**config.mk**
```make
export PLATFORM = sky130hd
export DESIGN_NAME = reel_spin_sequencer
export DESIGN_NICKNAME = d
export VERILOG_FILES = /design/src/rtl/reel_spin_sequencer.sv
export SDC_FILE = /design/constraint.sdc
export NUM_CORES = 1
export LEC_CHECK = 0
export CORE_MARGIN = 5
export CORE_UTILIZATION = 30
export DETAILED_ROUTE_END_ITERATION = 10
export GPL_TIMING_DRIVEN = 1
export PLACE_DENSITY = 0.6
export SYNTH_ARGS = -nofsm -noshare
export SYNTH_HDL_FRONTEND = slang
export SYNTH_SLANG_ARGS = --single-unit
```
**constraint.sdc**
```tcl
create_clock -name clk -period 2.9 [get_ports clk]
set_input_delay 0.29 -clock clk [delete_from_list [all_inputs] [get_ports clk]]
set_output_delay 0.29 -clock clk [all_outputs]
set_load 0.02 [all_outputs]
```
**src/rtl/reel_spin_sequencer.sv**
```systemverilog
// Spin timer for the slot-machine game path: starts all reels together, stops them
// on a staggered tick schedule or on player request, and raises compute when the last stops.
module reel_spin_sequencer #(
    parameter int NUM_REELS     = 3,
    parameter int CNT_WIDTH     = 8,
    parameter int BASE_TICKS    = 5,
    parameter int STAGGER_TICKS = 3
) (
    input  logic                 clk,
    input  logic                 rst,
    input  logic                 run_game,
    input  logic                 tick_en,
    input  logic                 stop_req,
    output logic                 hold,
    output logic [NUM_REELS-1:0] spinning,
    output logic                 compute,
    output logic                 done_pulse,
    output logic [CNT_WIDTH-1:0] tick_count
);

    typedef enum logic [1:0] {
        IDLE = 2'd0,
        SPIN = 2'd1,
        DONE = 2'd2
    } state_t;

    state_t               state;
    logic [CNT_WIDTH-1:0] tick_inc;
    logic [CNT_WIDTH-1:0] tick_next;
    logic [NUM_REELS-1:0] sched_clear;
    logic [NUM_REELS-1:0] stop_mask;
    logic [NUM_REELS-1:0] spin_next;

    // NOTE: every signal driven here gets a default before any branch, so no latch is inferred.
    always_comb begin
        tick_inc    = tick_count + CNT_WIDTH'(1);
        tick_next   = tick_en ? tick_inc : tick_count;
        sched_clear = '0;
        for (int i = 0; i < NUM_REELS; i++) begin
            sched_clear[i] = tick_en && (tick_inc == CNT_WIDTH'(BASE_TICKS + i * STAGGER_TICKS));
        end
        // Two's-complement trick isolates the lowest reel still spinning.
        stop_mask = stop_req ? (spinning & (~spinning + NUM_REELS'(1))) : '0;
        spin_next = spinning & ~(sched_clear | stop_mask);
    end

    // NOTE: sequential state uses non-blocking assignments so all registers update together.
    always_ff @(posedge clk or posedge rst) begin
        if (rst) begin
            state      <= IDLE;
            hold       <= 1'b0;
            spinning   <= '0;
            compute    <= 1'b0;
            done_pulse <= 1'b0;
            tick_count <= '0;
        end else begin
            case (state)
                IDLE: begin
                    if (run_game) begin
                        state      <= SPIN;
                        hold       <= 1'b1;
                        spinning   <= '1;
                        tick_count <= '0;
                    end
                end
                SPIN: begin
                    // Abort outranks both the tick and a player stop on the same edge.
                    if (!run_game) begin
                        state      <= IDLE;
                        hold       <= 1'b0;
                        spinning   <= '0;
                        tick_count <= '0;
                    end else begin
                        tick_count <= tick_next;
                        spinning   <= spin_next;
                        if (spin_next == '0) begin
                            state      <= DONE;
                            compute    <= 1'b1;
                            done_pulse <= 1'b1;
                        end
                    end
                end
                DONE: begin
                    done_pulse <= 1'b0;
                    if (!run_game) begin
                        state      <= IDLE;
                        hold       <= 1'b0;
                        spinning   <= '0;
                        compute    <= 1'b0;
                        tick_count <= '0;
                    end
                end
                default: begin
                    state      <= IDLE;
                    hold       <= 1'b0;
                    spinning   <= '0;
                    compute    <= 1'b0;
                    done_pulse <= 1'b0;
                    tick_count <= '0;
                end
            endcase
        end
    end

endmodule

```
==> flow_summary.yaml, run 1 <==
detailed_routing:
  drc_errors: 0
  routed_wl_mm: 2.65
  ant_nets: 0
  drtIter0Drc: 86
  wl_per_cell_um: 13.2
  firstDrtPassIters: 4
  via_per_inst: 5.01
  vias: 1007
die:
  io_pins: 19
  die_h_um: 71.1
  fp.dieArea_mm2: 0.00505
  core_mm2: 0.00363
  placementRows: 22
  initial_core_util: 0.308
  die_x_um: 71.1
sta:
  final.period_utilization: 0.849
  timing.fmax_mhz: 406
  hold_viol: 0
  skew_ps: 1.04
  setup_violations: 0
  fin_crit_ps: 2460
  worstMarginPinSlew_ps: 640
  grt_setup_unrepaired: "false"
  slew_headroom: 0.573
  finalSetupTns_ps: 0
  finalMaxSlewViolations: 0
synth:
  synth_top_cells_by_area: "dfrtp_1 36%, ha_1 7.8%, o21ai_0 7.2%"
  synth_area_per_cell_um2: 8.16
  seq_area_frac_synth: 0.358
  netlist.area_leader.share: 0.358
  synth_area_mm2: 0.00112
  yosys_warnings: 0
  ys_async_sr_fraction: 1.00
  syn-num-nets: 149
  postSynthCellCount: 137
  yosysTopAreaCell: "dfrtp_1"
  synth_seq_cells: 16
  synthFlopType: "dfrtp_1"
  synth_edf_count: 0
  synth_cell_type_count: 39
outcome:
  status: "finished, final reports clean"
cts:
  cts_resized: 0
  cts_tree: "built"
  htreeDepth: 1
  cts_buffer_depth: 2
  clock-sinks: 16
  post_cts_buffers: 0
  path_clk_slew_ps: 60
  postCtsHoldBufs: 0
  cts_root_buf: "clkbuf_8"
  clock_latency_ps: 250
  cts_buffers: 3
flow_run:
  drv_cap: 0
worst_setup_path:
  regToRegStartpoint: "tick_count[1]"
  crit_path_start_kind: "flop"
  cp_max_fo: 10
  crit_buf_inv: 0
  reg2reg_slack_ps: 440
  setup.worst_path.class: "reg2reg"
  required_ps: 3040
  r2r_end: "state[0]"
  crit_family: "compound AO/OA/AOI/OAI gates"
  critical_path.slowest_cell: "dfrtp_1"
  crit_top_cell: "a21oi_1"
  r2r_cells: 8
  critPathArrivalTime_ps: 2600
  end_kind: "flop"
  slowest_delay_ps: 540
  path_cells: "ha_1 > and2_1 > a31oi_1 > a21oi_1 > a21oi_1 > o41ai_1 > a21oi_1 > a21o_1"
placed_design:
  routabilityCongestion: 0.849
  dp_cells: 198
  hpwlAfterDp_mm: 2.00
  io_buffers: 18
power:
  total_leakage_power_nw: 0.578
  irDropWorstVdd_uv: 291
  power_density_mw_per_mm2: 777
layout:
  final_cell_mix: "18 x clkdlybuf4s50_1, 16 x o21ai_0, 16 x dfrtp_1"
  area_growth_pct: 22.3
  antennaDiodeCount: 0
  final_common_cell: "clkdlybuf4s50_1"
  fin_cells: 201
  layout.nets: 167
  drive_gt1_frac: 0.0392
  fillers: 387
global_route:
  antenna_found_initial: 0
  grt_pass1_vias: 1012
  grt_overflow: 0
  gr-usage-all-layers: 0.115
  grt_pass1_wl_mm: 4.80
  grt_max_degree: 17
hold_path:
  min_path_type: "in2async"
## metal layers
metal	routed length, um	vias to the layer above	GRT usage
li1	-	518	-
met1	1250	463	0.145
met2	1270	26	0.194
met3	134	0	0.0412
met4	0	0	0.0125
met5	0	-	0
## report_power, final
| group | switching, W | leakage, nW | internal (W) | total, W |
|---|---|---|---|---|
| logic | 0.000305 | 0.343 | 0.000230 | 0.000535 |
| clock network | 0.0000737 | 0.0216 | 0.0000920 | 0.000166 |
| registers | 0.0000791 | 0.213 | 0.000283 | 0.000362 |
## how the worst max path moves through the flow
| stage | start | slack, ps | cells past startpoint | endpoint |
|---|---|---|---|---|
| 5_1_grt | tick_count[0] | 180 | 8 | state[0] |
| 6_report | tick_count[1] | 440 | 8 | state[0] |
| 3_3_place_gp | stop_req | 520 | 8 | state[0] |
| 3_5_place_dp | tick_count[1] | 430 | 8 | state[0] |
| 2_1_floorplan | tick_count[1] | 660 | 8 | state[0] |
| 4_1_cts | tick_count[1] | 420 | 8 | state[0] |
## flip-flops by register name (all words and copies together) (netlist names)
name and count:
tick_count 8, spinning 3, state 2, compute 1, done_pulse 1, hold 1
## cell usage after synthesis, drive strengths merged (3+ instances only)
library cell  count
a21o              3
a21oi            13
a311oi            3
a31oi             3
buf               3
dfrtp            16
ha                7
inv              12
nand2            15
nand3             3
nor2              9
nor3              4
o21ai            16
o22ai             3
## stage by stage
stage / hold WS (ps) / power, W / cell area (um2) / util / setup slack, ps
after CTS: 447 / 0.00108 / 1370 / 0.376 / 416
after global placement: 508 / 0.000895 / 1330 / 0.365 / 520
after detailed placement: 510 / 0.000907 / 1330 / 0.365 / 429
after floorplan: 204 / 0.000727 / 1120 / - / 664
final: 424 / 0.00106 / 1370 / 0.376 / 439
after global routing: 495 / 0.00117 / 1370 / 0.376 / 176
## worst register-to-register path, cell delays in order (launching register included)
cell and delay [ps]:
dfrtp_1 540, ha_1 340, and2_1 180, a31oi_1 80
a21oi_1 260, a21oi_1 130, o41ai_1 520, a21oi_1 130
a21o_1 170
## logic make-up (layout without fill, tap and decap cells)
group,count (synthesis),count (layout),synth area share
and+or+nand+nor,44,44,0.196
muxes,1,1,0.00895
DFF,16,16,0.358
xor gates and xnor gates,3,3,0.0235
adders and majority gates,8,8,0.0872
buffers and inverters,17,33,0.0693
AOI/OAI and AO/OA,48,48,0.257
## area by class of cell
cell class,count,area (um2),area share
clock buffer,3,41.3,0.0302
inverter,12,45.0,0.0329
multi-input combinational,104,641,0.468
sequential,16,400,0.293
tap,48,60.1,0.0439
timing repair buffer,18,180,0.132
Power figures use the tool's default switching activity.
==> run 2, diff against run 1 <==
- clock period: 2.9 -> 2.51 ns (I/O delays scaled with it)
==> run 2 against run 1 <==
  * Utilization is 1.0 points higher
  * Final cell count rose by 2.0%
  * Via count rose by 3.6%
  * Non-clock buffer count grew 3
  * Critical path type unchanged
==> flow_summary.yaml, run 2 (synthesis results as in run 1) <==
layout:
  layout.nets: 170
  drive_gt1_frac: 0.0637
  top_register: "tick_count"
  antennaDiodeCount: 0
  final_common_cell: "clkdlybuf4s50_1"
  largest_reg_flops: 8
  fillers: 373
  final_cell_mix: "18 x clkdlybuf4s50_1, 16 x o21ai_0, 16 x dfrtp_1"
  area_growth_pct: 25.5
  fin_cells: 205
  largestRegisters: "tick_count x8, spinning x3, state x2"
die:
  initial_core_util: 0.308
  die_x_um: 71.1
  placementRows: 22
  die_h_um: 71.1
  io_pins: 19
  core_mm2: 0.00363
  fp.dieArea_mm2: 0.00505
placed_design:
  hpwlAfterDp_mm: 2.05
  dp_cells: 201
  pre_cts_ws_ps: 157
  io_buffers: 18
  routabilityCongestion: 0.895
worst_setup_path:
  required_ps: 2640
  setup.worst_path.class: "reg2reg"
  cp_max_fo: 7
  crit_path_start_kind: "flop"
  end_kind: "flop"
  critPathArrivalTime_ps: 2500
global_route:
  grt_overflow: 0
  grt_pass1_wl_mm: 4.66
  antenna_found_initial: 0
  grt_max_degree: 17
  grt_pass1_vias: 1058
  gr-usage-all-layers: 0.113
sta:
  grt_setup_unrepaired: "false"
  setup_ws_ps: 141
  finalMaxSlewViolations: 0
  slew_headroom: 0.568
  final.period_utilization: 0.944
  setup_violations: 0
  finalSetupTns_ps: 0
  skew_ps: 2.84
  worstMarginPinSlew_ps: 648
  hold_viol: 0
  timing.fmax_mhz: 422
  fin_crit_ps: 2370
cts:
  cts_tree: "built"
  post_cts_buffers: 0
  cts_resized: 0
  clock_latency_ps: 250
  path_clk_slew_ps: 70
  postCtsHoldBufs: 0
  cts_root_buf: "clkbuf_8"
  cts_buffers: 3
  cts_buffer_depth: 2
  htreeDepth: 1
  clock-sinks: 16
detailed_routing:
  ant_nets: 0
  routed_wl_mm: 2.74
  drtIter0Drc: 62
  firstDrtPassIters: 4
  vias: 1043
  wl_per_cell_um: 13.4
  via_per_inst: 5.09
  drc_errors: 0
power:
  irDropWorstVdd_uv: 279
  total_leakage_power_nw: 0.600
  power_density_mw_per_mm2: 922
hold_path:
  min_path_type: "in2async"
outcome:
  status: "finished, final reports clean"
flow_run:
  drv_cap: 0
## run 2: changes by cell type in the layout (fill, tap and decap cells not counted)
cell | previous run | this run
clkbuf_8 | 3 | 4
buf_4 | 0 | 3
## run 2: routing by layer
metal / vias up / GRT usage / wire [um]
li1: 522 / - / -
met5: - / 0 / 0
met1: 494 / 0.145 / 1280
met4: 0 / 0.0313 / 26
met3: 4 / 0.0384 / 119
met2: 23 / 0.182 / 1310
## run 2: power by group
part / internal [W] / switching, W
Sequential: 0.000327 / 0.0000700
Clock: 0.000139 / 0.0000933
Combinational: 0.000278 / 0.000387
Total: 0.000744 / 0.000550
## run 2: final cells by class
cell class                 count  area (um2)  share of cell area
inverter                      12        45.0              0.0321
multi-input combinational    104         641               0.456
sequential                    16         400               0.285
tap                           48        60.1              0.0428
timing repair buffer          21         203               0.144
clock buffer                   4        55.1              0.0392
## run 2: path summary, 6_finish.rpt
check                               from       endpoint  slack, ps  cells past startpoint
min                                  rst  tick_count[4]        380                      2
max                        tick_count[0]       state[1]        140                      8
max reg2reg                tick_count[0]       state[1]        140                      8
min reg2reg                         hold           hold        520                      2
max in group asynchronous            rst    spinning[1]       1720                      2
min in group clk                    hold           hold        520                      2
## run 2: worst max-delay path, stage by stage, from the launching register on
cell and delay [ps]:
dfrtp_1 380, ha_1 280, and3_1 250, nor3_1 190, a31o_1 150, a31oi_1 110
nor4_1 400, a21oi_1 140, a311oi_1 340
## run 2: stage by stage
stage          area (um2)  hold slack, ps  utilization  power [W]
2_1_floorplan        1120             165            -   0.000840
3_3_place_gp         1350             506        0.371    0.00104
3_5_place_dp         1350             515        0.371    0.00106
4_1_cts              1400             415        0.386    0.00131
5_1_grt              1400             451        0.386    0.00141
6_report             1400             380        0.386    0.00129
==> run 3, diff against run 2 <==
- ABC_AREA: unset -> 1
==> run 3 against run 2 <==
  * Sequential cell count did not move
  * Worst hold slack got worse by 46 ps
  * Sequential power fell by 5.0%
  * Clock power fell by 23%
  * Utilization rose by 0.64 points
  * Via count fell by 11%
  * Maximum frequency rose by 18%
  * Final area fell by 5.2%
  * Routed wire length fell by 16%
  * Final cell count rose by 1.5%
  * Clock skew barely moved
  * Sequential share of layout area rose by 1.6 points
  * Largest cell class unchanged
  * Highest routed layer unchanged
==> flow_summary.yaml, run 3 <==
synth:
  yosysMostFrequentCell: "nand2_1"
  synth_area_per_cell_um2: 7.55
  synth_area_mm2: 0.00106
  seq_area_frac_synth: 0.376
  ys_async_sr_fraction: 1.00
  postSynthCellCount: 141
  syn-num-nets: 153
  yosysTopAreaCell: "dfrtp_1"
  synth_seq_cells: 16
  netlist.area_leader.share: 0.376
  synth_edf_count: 0
  yosys_warnings: 0
  synth_commonest_cells: "34 x nand2_1, 21 x inv_1, 16 x dfrtp_1"
  synth_top_cells_by_area: "dfrtp_1 38%, nand2_1 12%, ha_1 8.2%"
  synth_cell_type_count: 25
  synthFlopType: "dfrtp_1"
hold_path:
  min_path_type: "in2async"
global_route:
  antenna_found_initial: 0
  grt_pass1_wl_mm: 4.03
  grt_max_degree: 17
  grt_overflow: 0
  grt_pass1_vias: 917
  gr-usage-all-layers: 0.101
layout:
  area_growth_pct: 25.0
  layout.nets: 175
  stdcell_area_mm2: 0.00133
  largest_reg_flops: 8
  fin_cells: 208
  largestRegisters: "tick_count x8, spinning x3, state x2"
  antennaDiodeCount: 0
  top_register: "tick_count"
  drive_gt1_frac: 0.111
  final_cell_mix: "34 x nand2_1, 21 x inv_1, 18 x clkdlybuf4s50_1"
  final_common_cell: "nand2_1"
worst_setup_path:
  setup.worst_path.class: "reg2reg"
  end_kind: "flop"
  critPathArrivalTime_ps: 2190
  crit_path_start_kind: "flop"
  critical_path.slowest_cell: "dfrtp_1"
  required_ps: 2700
  slowest_delay_ps: 490
  cp_max_fo: 7
  path_cells: "ha_1 > nand3_2 > o21ai_1 > nand2_1 > nor2_4 > nand3_1 > nand2_1 > nand3_2 > nand2_1 > nand2_2 > nand2_1 > o21ai_2"
  reg2reg_slack_ps: 510
  crit_top_cell: "nand2_1"
outcome:
  status: "finished, final reports clean"
cts:
  cts_buffers: 3
  cts_root_buf: "clkbuf_4"
  cts_resized: 0
  htreeDepth: 1
  cts_tree: "built"
  post_cts_buffers: 0
  postCtsHoldBufs: 0
  cts_buffer_depth: 2
  clock-sinks: 16
  clock_latency_ps: 290
  path_clk_slew_ps: 100
die:
  initial_core_util: 0.314
  core_mm2: 0.00339
  fp.dieArea_mm2: 0.00484
  io_pins: 19
  die_h_um: 69.6
  die_x_um: 69.6
  placementRows: 21
power:
  total_leakage_power_nw: 0.615
  power_density_mw_per_mm2: 875
  irDropWorstVdd_uv: 254
placed_design:
  dp_cells: 204
  io_buffers: 18
  hpwlAfterDp_mm: 1.79
  routabilityCongestion: 0.782
  dpl_cell_area_mm2: 0.00129
sta:
  grt_setup_unrepaired: "false"
  timing.fmax_mhz: 500
  setup_violations: 0
  hold_viol: 0
  fin_crit_ps: 2000
  final.period_utilization: 0.797
  slew_headroom: 0.565
  finalMaxSlewViolations: 0
  finalSetupTns_ps: 0
  worstMarginPinSlew_ps: 652
  skew_ps: 2.88
  holdWs_ps: 333
detailed_routing:
  drtIter0Drc: 47
  routed_wl_mm: 2.31
  drc_errors: 0
  ant_nets: 0
  wl_per_cell_um: 11.1
  vias: 928
  firstDrtPassIters: 4
  via_per_inst: 4.46
flow_run:
  drv_cap: 0
==> run 3: changes by cell type in the layout (fill, tap and decap cells not counted), moves of 7 or more <==
cell,delta
nand3_1,+13
inv_1,+9
o21ai_0,-12
o21ai_1,+7
nand2_1,+19
a21oi_1,-10
==> run 3: worst max-delay path: cells and delay by family, from the launching register on <==
family	cells	cell delay, ps
AO/OA/AOI/OAI	2	190
AND/OR/NAND/NOR	9	920
flip-flops	1	490
adder cells (fa/ha/maj)	1	290
==> run 3: final timing paths <==
check,startpoint,to,depth (start not counted)
setup / recovery,tick_count[1],state[0],12
hold / removal,rst,tick_count[5],2
setup reg to reg,tick_count[1],state[0],12
hold reg to reg,compute,compute,2
max in group asynchronous,rst,spinning[0],2
min in group clk,compute,compute,2
==> run 3: metrics by stage <==
stage	total power (W)	setup WS (ps)	util
2_1_floorplan	0.000789	625	-
3_3_place_gp	0.000984	570	0.382
3_5_place_dp	0.000993	547	0.382
4_1_cts	0.00118	526	0.393
5_1_grt	0.00127	281	0.393
6_report	0.00116	509	0.393
==> run 3: per-layer routing <==
| metal | wire [um] | track usage |
|---|---|---|
| met4 | 10 | 0.0260 |
| met2 | 1010 | 0.162 |
| met3 | 95 | 0.0348 |
| met5 | 0 | 0 |
| met1 | 1190 | 0.129 |
==> run 3: cell type report <==
| class | instances | area, um2 |
|---|---|---|
| multi-input cells | 102 | 574 |
| repair buffers | 18 | 180 |
| fillers | 348 | 2060 |
| flip-flops and latches | 16 | 400 |
| inverters | 22 | 82.6 |
| clock buffers | 4 | 36.3 |
| well taps | 46 | 57.6 |
==> run 3: cell families after synthesis <==
kind of cell | synth area share
xor+xnor | 0.0247
fa+ha+maj | 0.0823
simple gates | 0.321
compound gates | 0.112
buf+inv | 0.0846
flops | 0.376
==> run 3: power breakdown <==
group          internal [W]  switching, W
clock network     0.0000884     0.0000908
registers          0.000328     0.0000489
logic              0.000235      0.000373
==> RTL change (flow settings as in run 1) <==
The parameter `NUM_REELS` goes from 3 to 6.
--- a/src/rtl/reel_spin_sequencer.sv
+++ b/src/rtl/reel_spin_sequencer.sv
@@ -1,7 +1,7 @@
 // Spin timer for the slot-machine game path: starts all reels together, stops them
 // on a staggered tick schedule or on player request, and raises compute when the last stops.
 module reel_spin_sequencer #(
-    parameter int NUM_REELS     = 3,
+    parameter int NUM_REELS     = 6,
     parameter int CNT_WIDTH     = 8,
     parameter int BASE_TICKS    = 5,
     parameter int STAGGER_TICKS = 3
Ports: changed (resized spinning); port bits go from 19 to 22. The function was not compared with the original's and may differ.
==> RTL change against run 1 <==
  * Combinational power rose by 52%
  * Final cell count rose by 24%
  * Synthesized area rose by 27%
  * Worst setup slack improved by 15 ps
  * Cell area rose by 27%
  * Largest power group unchanged
  * Wire length rose by 30%
  * Total power rose by 33%
  * Clock skew rose by 2.7 ps
  * Sequential cell count rose by 3
  * Non-clock buffer count rose by 8
  * Synthesized cell count rose by 27%
==> RTL change: results (changes against run 1) <==
[synth]
seq_area_frac_synth=0.334  ; -0.0243
synth_common_cells=dfrtp_1 (19), nor2_1 (18), nand2_1 (15)
synthAdderAreaFrac=0.0702  ; -0.0170
synthTopCellsByArea=dfrtp_1 (33%), ha_1 (7.0%), o21ai_0 (4.9%)

[sta]
finClkSkew_ps=3.71  ; +2.66 ps
fin_crit_sh=0.844  ; -0.00519

[placement]
placed_area_sq_um=1700  ; +28%
place_hpwl_microns=2550  ; +28%
port_buffers=21  ; +3

[critical_path]
worst-r2r-cell-count=7  ; -1
max_stage_delay_ps=580  ; +40 ps
critPathArrivalTime_ps=2620  ; +20 ps
r2r_start=tick_count[0]$_DFFE_PP0P_

[grt]
use_met1=0.164  ; +0.0183
grt_max_degree=20  ; +3
grt_util_met2=0.173  ; -0.0204

[layout]
layout-drive-gt1-share=0.0769  ; +0.0377
fill_cells=474  ; +22%

[drt]
wl_met2_microns=1560  ; +23%
wl_met3_microns=100  ; -25%
wl_per_cell_microns=13.8  ; +4.7%
drt-total-wl_microns=3440  ; +30%
wl_met1_microns=1740  ; +40%

[power]
powerDensity_nw_per_um2=812  ; +4.5%
peakVddDrop_uv=271  ; -6.7%
comb_cell_power_uw=811  ; +52%
power.leakage_nw=0.762  ; +32%
power_switching_share=0.446  ; +0.0151

[clocking]
clk_pin_slew_ps=80  ; +20 ps

[run_status]
outcome=complete, no violations

[RTL change: worst max-delay path by stage]
| stage | startpoint | to | cells past startpoint |
|---|---|---|---|
| final | tick_count[0]$_DFFE_PP0P_ | compute$_DFFE_PP0P_ | 7 |
| after global routing | tick_count[0]$_DFFE_PP0P_ | state[0]$_DFFE_PP0P_ | 7 |
| after CTS | tick_count[0]$_DFFE_PP0P_ | compute$_DFFE_PP0P_ | 7 |
| after detailed placement | tick_en | compute$_DFFE_PP0P_ | 8 |
| after global placement | tick_en | compute$_DFFE_PP0P_ | 8 |
| after floorplan | tick_count[0]$_DFFE_PP0P_ | compute$_DFFE_PP0P_ | 7 |
[RTL change: area by class of cell]
cell class	count	share of cell area
clock buffers	3	0.0237
clock inverters	1	0.00287
inverters	12	0.0258
multi-input cells	134	0.494
flip-flops and latches	19	0.273
well taps	54	0.0388
repair buffers	26	0.142
